File: config.mk
export PLATFORM = sky130hd
export DESIGN_NAME = featuremap_layer_sequencer
export DESIGN_NICKNAME = d
export VERILOG_FILES = /design/src/rtl/featuremap_layer_sequencer.sv
export SDC_FILE = /design/constraint.sdc
export NUM_CORES = 1
export LEC_CHECK = 0
export CAP_MARGIN = 40
export CORE_MARGIN = 4
export CORE_UTILIZATION = 59
export CTS_BUF_LIST = sky130_fd_sc_hd__clkbuf_8
export DETAILED_ROUTE_END_ITERATION = 8
export DONT_BUFFER_PORTS = 1
export PLACE_DENSITY = 0.82
export SYNTH_ARGS = -nofsm -noshare
export SYNTH_HDL_FRONTEND = slang
export SYNTH_SLANG_ARGS = --single-unit
File: constraint.sdc
create_clock -name clk -period 2.33 [get_ports clk]
set_clock_uncertainty 0.15 [all_clocks]
set_input_delay 0.233 -clock clk [delete_from_list [all_inputs] [get_ports clk]]
set_output_delay 0.233 -clock clk [all_outputs]
set_load 0.01 [all_outputs]
File: src/rtl/featuremap_layer_sequencer.sv
// featuremap_layer_sequencer: lockstep reads of one padded frame across all channel FIFOs and output-pixel accounting
module featuremap_layer_sequencer #(
  parameter int CHANNELS = 16,
  parameter int WIDTH = 56,
  parameter int HEIGHT = 56,
  parameter int TIMEOUT = 1024,
  localparam int CW = $clog2(WIDTH + 2),
  localparam int RW = $clog2(HEIGHT + 2),
  localparam int OW = $clog2(WIDTH * HEIGHT + 1),
  localparam int TW = $clog2(TIMEOUT + 1)
) (
  input  logic                clk,
  input  logic                rst,
  input  logic                start,
  input  logic [CHANNELS-1:0] fifo_empty,
  input  logic                out_afull,
  input  logic                conv_valid_out,
  output logic                rd_en,
  output logic                busy,
  output logic                done,
  output logic                err_timeout,
  output logic                err_count,
  output logic [CW-1:0]       in_col,
  output logic [RW-1:0]       in_row,
  output logic [OW-1:0]       out_count
);
  localparam logic [CW-1:0] COL_LAST = CW'(WIDTH + 1);
  localparam logic [RW-1:0] ROW_LAST = RW'(HEIGHT + 1);
  localparam logic [OW-1:0] OUT_FULL = OW'(WIDTH * HEIGHT);
  localparam logic [OW-1:0] OUT_PRE = OW'(WIDTH * HEIGHT - 1);
  localparam logic [TW-1:0] TMO_LAST = TW'(TIMEOUT - 1);
  typedef enum logic [1:0] {IDLE, RUN, DRAIN, DONE} state_t;
  state_t state, state_nx;
  logic [TW-1:0] tmo;
  logic col_end, frame_end, full, tmo_hit;
  always_comb begin
    rd_en = state == RUN && !(|fifo_empty) && !out_afull;
    busy = state == RUN || state == DRAIN;
    done = state == DONE;
    col_end = in_col == COL_LAST;
    frame_end = rd_en && col_end && in_row == ROW_LAST;
    full = out_count == OUT_FULL;
    tmo_hit = !conv_valid_out && tmo == TMO_LAST;
    state_nx = state == IDLE  ? (start ? RUN : IDLE) :
               state == RUN   ? (frame_end ? DRAIN : RUN) :
               state == DRAIN ? (full ? DONE : tmo_hit ? IDLE : DRAIN) : IDLE;
  end
  always_ff @(posedge clk or negedge rst)
    if (!rst) state <= IDLE;
    else state <= state_nx;
  always_ff @(posedge clk or negedge rst)
    if (!rst) begin
      in_col <= '0;
      in_row <= '0;
      out_count <= '0;
      tmo <= '0;
      err_timeout <= 1'b0;
      err_count <= 1'b0;
    end else begin
      if (state == IDLE && start) begin
        in_col <= '0;
        in_row <= '0;
        out_count <= '0;
        tmo <= '0;
      end else if (rd_en) begin
        in_col <= col_end ? '0 : in_col + 1'b1;
        in_row <= frame_end ? '0 : col_end ? in_row + 1'b1 : in_row;
      end
      if (busy && conv_valid_out && !full) out_count <= out_count + 1'b1;
      if (state == DRAIN) tmo <= conv_valid_out ? '0 : tmo + 1'b1;
      // a valid outside a frame, past a full count, or completing the count before reads finish is an accounting error
      if (conv_valid_out && (!busy || full || (state == RUN && out_count == OUT_PRE))) err_count <= 1'b1;
      if (state == DRAIN && !full && tmo_hit) err_timeout <= 1'b1;
    end
endmodule

Word level (Yosys, flattened, before mapping)

Index checks and enable logic that the tools add are counted.
Widths: inputs -> output; s select.

Eq/ne operators: 8
Mux-type cells: 19
Bitwise operators: 0
Add/subtract/negate cells: 4
$lt $le $gt $ge: 0
Divide/modulo/power cells: 0
$mul: 0
Shift-type cells: 0
Reduce and logical (&&, ||, !) cells: 27

Operators by type and width:

| cell                  | number |
|---|---|
| $mux 6                | 7 |
| $mux 11               | 3 |
| $eq 12x12->1 const B  | 2 |
| $mux 12               | 2 |
| $reduce_or 16->1      | 1 |
| $add 12x1->12 const B | 1 |
| $add 6x1->6 const B   | 2 |
| $eq 6x6->1 const B    | 2 |
| $logic_and 1x1->1     | 12 |
| $mux 2                | 6 |
| $add 11x1->11 const B | 1 |
| $eq 11x10->1 const B  | 1 |
| $reduce_bool 2->1     | 3 |
| $logic_not 1->1       | 5 |
| $eq 2x2->1 const B    | 2 |
| $logic_or 1x1->1      | 3 |
| $reduce_bool 3->1     | 1 |
| $eq 2x1->1 const B    | 1 |
| $logic_not 2->1       | 1 |
| $reduce_and 2->1      | 1 |
| $mux 1                | 1 |

Memory bits (writable): 0
Input bits: 21
Bits in latches: 0
Output and inout port bits: 29
Memories kept: 0
ROM bits: 0
Word-level logic and storage cells: 65
Register bits: 39

Longest topological paths before layout

Word-level depth: 9
Gate-level depth with buffers: 9
Mapped depth without buffers: 8

Least setup slack after synthesis

OpenSTA, ideal clock, no wires.

Path kind: reg-to-reg
From: register state[1]
To: register in_col[2]
Required time: 2.102 ns
Library setup time: 0.078 ns
Slack: 0.113 ns
Stages on the path, launching flop included: 9
Arrival: 1.990 ns
Path through: dfrtp_1 > inv_1 > ha_1 > nor4b_1 > nand3_1 > or2_1 > clkbuf_1 > or4_1 > a21oi_1

Cells in the longest elaborated chain, start to end: 4

RTL lines:

| what                               | line | text |
|---|---|---|
| from (decl)                        | 33   | `state_t state, state_nx;` |
| from (signal assigned)             | 50   | `else state <= state_nx;` |
| $eq 2x1->1                         | 37   | `rd_en = state == RUN && !(\|fifo_empty) && !out_afull;` |
| $logic_and 1x1->1 (2 in a row)     | 37   |  |
| $reduce_bool 2->1 (no source line) | --   |  |
| to (signal assigned)               | 66   | `in_col <= col_end ? '0 : in_col + 1'b1;` |
| to (decl)                          | 23   | `output logic [CW-1:0] in_col,` |

Parallel ways exist; a longest one is shown, timed or not.
A chain may end at the register's enable or synchronous reset.

Worst setup path after layout

From: register out_count[4]
To: register out_count[5]

Cells in the longest elaborated chain, start to end: 4

RTL lines:

| what                                                                  | line | text |
|---|---|---|
| from (decl)                                                           | 25   | `output logic [OW-1:0] out_count` |
| from (signal assigned)                                                | 69   | `if (busy && conv_valid_out && !full) out_count <= out_count + 1'b1;` |
| parallel branches: the longest is 4 deep, another holds $add 12x1->12 | --   |  |

Several ways; the timed one is not identified.

==> results.md <==
- Status: finished, final reports clean
- Area fraction of the dominant cell type after synthesis: 42.8%
- Critical Path Source Type: flip-flop
- RSZ-0062 raised after global routing: false
- Avg Vias per Cell: 6.18
- Post-synth cell types: 43
- Post-Route WL: 5.04 mm
- # diodes: 0
- Final WS setup: 110 ps
- CTS Buf Count: 5
- Hold path cells: 2
- F_max: 0.451 GHz
- First DRT Iteration DRCs: 113
- Leak: 1.19 nW
- Setup slack, reg-to-reg: 110 ps
- PD cells: 693 nW/µm²
- Post-Syn Area: 2280 µm²
- Final instance area: 2600 µm²
- Reg2reg end: out_count[5]
- Clock Path Buffers: 2
- Post-DP Area: 2440 µm²
- CTS clk-pin slew, worst paths: 70 ps
- DIE AREA: 4920 µm²
- Hold Fails Final Rpt: 0
- Setup_tns: 0 ps
- Crit Path Max Fanout: 17
- Layout cells sized above 1: 13.0%
- Die height: 70.2 µm
- EDFF count, synth: 0
- H-tree depth: 2
- Setup violators final: 0
- FFs w/ async S/R, synth: 100%
- Tightest Pin Transition: 581 ps
- Period utilisation layout: 95.3%
- Post-CTS Setup Bufs: 0
- CP required: 2360 ps
- DPL Wire Length: 3.62 mm
- Critical path type: flip-flop to flip-flop
- VDD IR max: 0.375 mV
- Initial Util: 61.8%
- Worst flop-to-flop path startpoint: out_count[4]
- Arrival @ worst endpoint: 2250 ps
- DIE WIDTH: 70.2 µm
- First-pass GRT wire length: 8.58 mm
- Clock Tree Root: clkbuf_8
- Pre-Repair DR Iteration Count: 4
- Yosys reg bits: 39
- Post-route ant nets: 0
- Hold Crit Start: conv_valid_out
- Reg2Reg Depth: 6
- GR Overflow Total: 0
- Max-cap violations: 0
- Dpl ws: 84.3 ps
- Crit path time final: 2220 ps
- # fillers: 293
- GP Congestion: 0.791
- Register area share after synthesis: 42.8%
- TritonCTS clock tree: built
- Synthesis Warnings: 0
- WHS Endpoint: state[1]
- Cell taking the most area after synthesis: dfrtp_1
- Slew Limit Fails: 0
- Detailed-route via count: 2007
- CORE AREA: 3690 µm²
- Avg WL per Cell: 15.5 µm
- Syn Area/Cell: 8.94 µm²
- Top-count cell post-synth: dfrtp_1
- Nets@finish: 309
- Main flop type after synthesis: dfrtp_1
- Commonest cells in the netlist: dfrtp_1, nand2_1, o21ai_0
- Remaining DRCs: 0
- Initial antenna violation count: 0
- Slew headroom: 61.2%
- Post-synthesis cell count: 255
- Largest net degree at the start of global routing: 40
- Number of global-route vias before repair: 1886
- Syn Nets: 287
- Area growth syn-to-layout: 13.9%
- Number of I/O pins: 50
- All-layer global routing usage: 21.6%
- Crit. End Element: flip-flop
- # clock sinks: 39
- Insertion delay to the later sink of the worst-skew pair: 290 ps
- IO Port Bufs: 0
- Min-Delay Path Class: input pin to flip-flop
- Number of cell rows: 22
- Dominant cells by area after synthesis: dfrtp_1, ha_1, o21ai_0
==> flip-flops by register name (all words and copies together), names as in the netlist <==
| register | count |
|---|---|
| tmo | 11 |
| in_row | 6 |
| in_col | 6 |
| out_count | 12 |
| err_count | 1 |
| err_timeout | 1 |
| state | 2 |
==> critical path: stages (launching register included) <==
cell and delay, ps:
dfrtp_1 380, or4_1 560, or4_1 410, buf_4 190
nand2_8 120, o21ai_0 110, a21o_1 200
==> report_power, final <==
part	switching, mW	internal (mW)
logic	0.292	0.184
registers	0.0633	0.724
clock network	0.226	0.309
==> routing by layer <==
metal / part of all wire, % / routed length (µm) / up-vias / track usage (%)
met1: 44 / 2200 / 961 / 27.6
met4: 1.6 / 81 / 0 / 7.23
met5: 0 / 0 / - / 0
met3: 9.4 / 476 / 11 / 7.63
met2: 45 / 2280 / 73 / 33.9
li1: - / - / 962 / -
==> cell type report <==
type / count / area [µm²] / share of cell area [%]
timing repair buffer: 24 / 198 / 7.61
sequential: 39 / 976 / 37.6
clock inverter: 2 / 33.8 / 1.30
multi-input combinational: 195 / 1220 / 46.8
clock buffer: 5 / 68.8 / 2.65
inverter: 12 / 45.0 / 1.73
tap: 48 / 60.1 / 2.31
==> cells by family (layout without fill, tap and decap cells) <==
logic type / count (synthesis) / after routing / synth area share [%]
AO/OA/AOI/OAI: 58 / 58 / 15.5
XOR/XNOR: 4 / 4 / 1.54
adder cells (fa/ha/maj): 11 / 11 / 6.03
buffers and inverters: 21 / 43 / 4.50
flip-flops: 39 / 39 / 42.8
multiplexers: 4 / 4 / 1.76
AND/OR/NAND/NOR: 118 / 118 / 27.9
==> stage by stage <==
step	util, %	power (mW)	hold WS [ps]	instances
finish	70.4	1.80	46.1	325
global route	70.4	1.91	53.6	325
detailed placement	66.2	1.25	-212	315
global placement	66.2	1.24	-211	315
floorplan	-	1.13	-213	255
CTS	70.0	1.81	31.1	325
==> worst max path at each step <==
stage	slack, ps	from	cells after the start	to
2_1_floorplan	110	state[1]	8	in_col[2]
3_3_place_gp	130	state[1]	6	in_row[2]
3_5_place_dp	80	state[1]	7	state[0]
4_1_cts	70	state[1]	7	state[0]
5_1_grt	30	state[1]	7	in_col[2]
6_report	110	out_count[4]	6	out_count[5]
==> layout by cell type (no fill, tap or decap), types with 2 or more instances in the layout <==
cell type,n
ha_1,11
nand2b_1,5
or3_1,3
inv_1,12
a32o_1,2
o31ai_1,3
o41ai_1,2
and2_1,7
dlygate4sd3_1,2
a21oi_1,9
or4_1,3
o21ai_0,25
nor2_1,19
nor4_1,8
dfrtp_1,39
nand4_1,4
o21ai_2,3
nor3_1,4
o21ai_1,2
a21o_1,6
nor3b_1,4
buf_4,21
xnor2_1,2
and3_1,2
clkbuf_8,5
xor2_1,2
mux2i_1,4
nand3_1,23
nand2_1,26
nor2b_1,2
==> repair_timing <==
action | 4_1_cts | 5_1_grt
resized for setup | 0 | 6
hold endpoints to repair | 40 | 0
endpoints found under the setup margin | 0 | 9
hold buffers | 3 | 0
No activity file was read; power rests on OpenSTA's default activity.
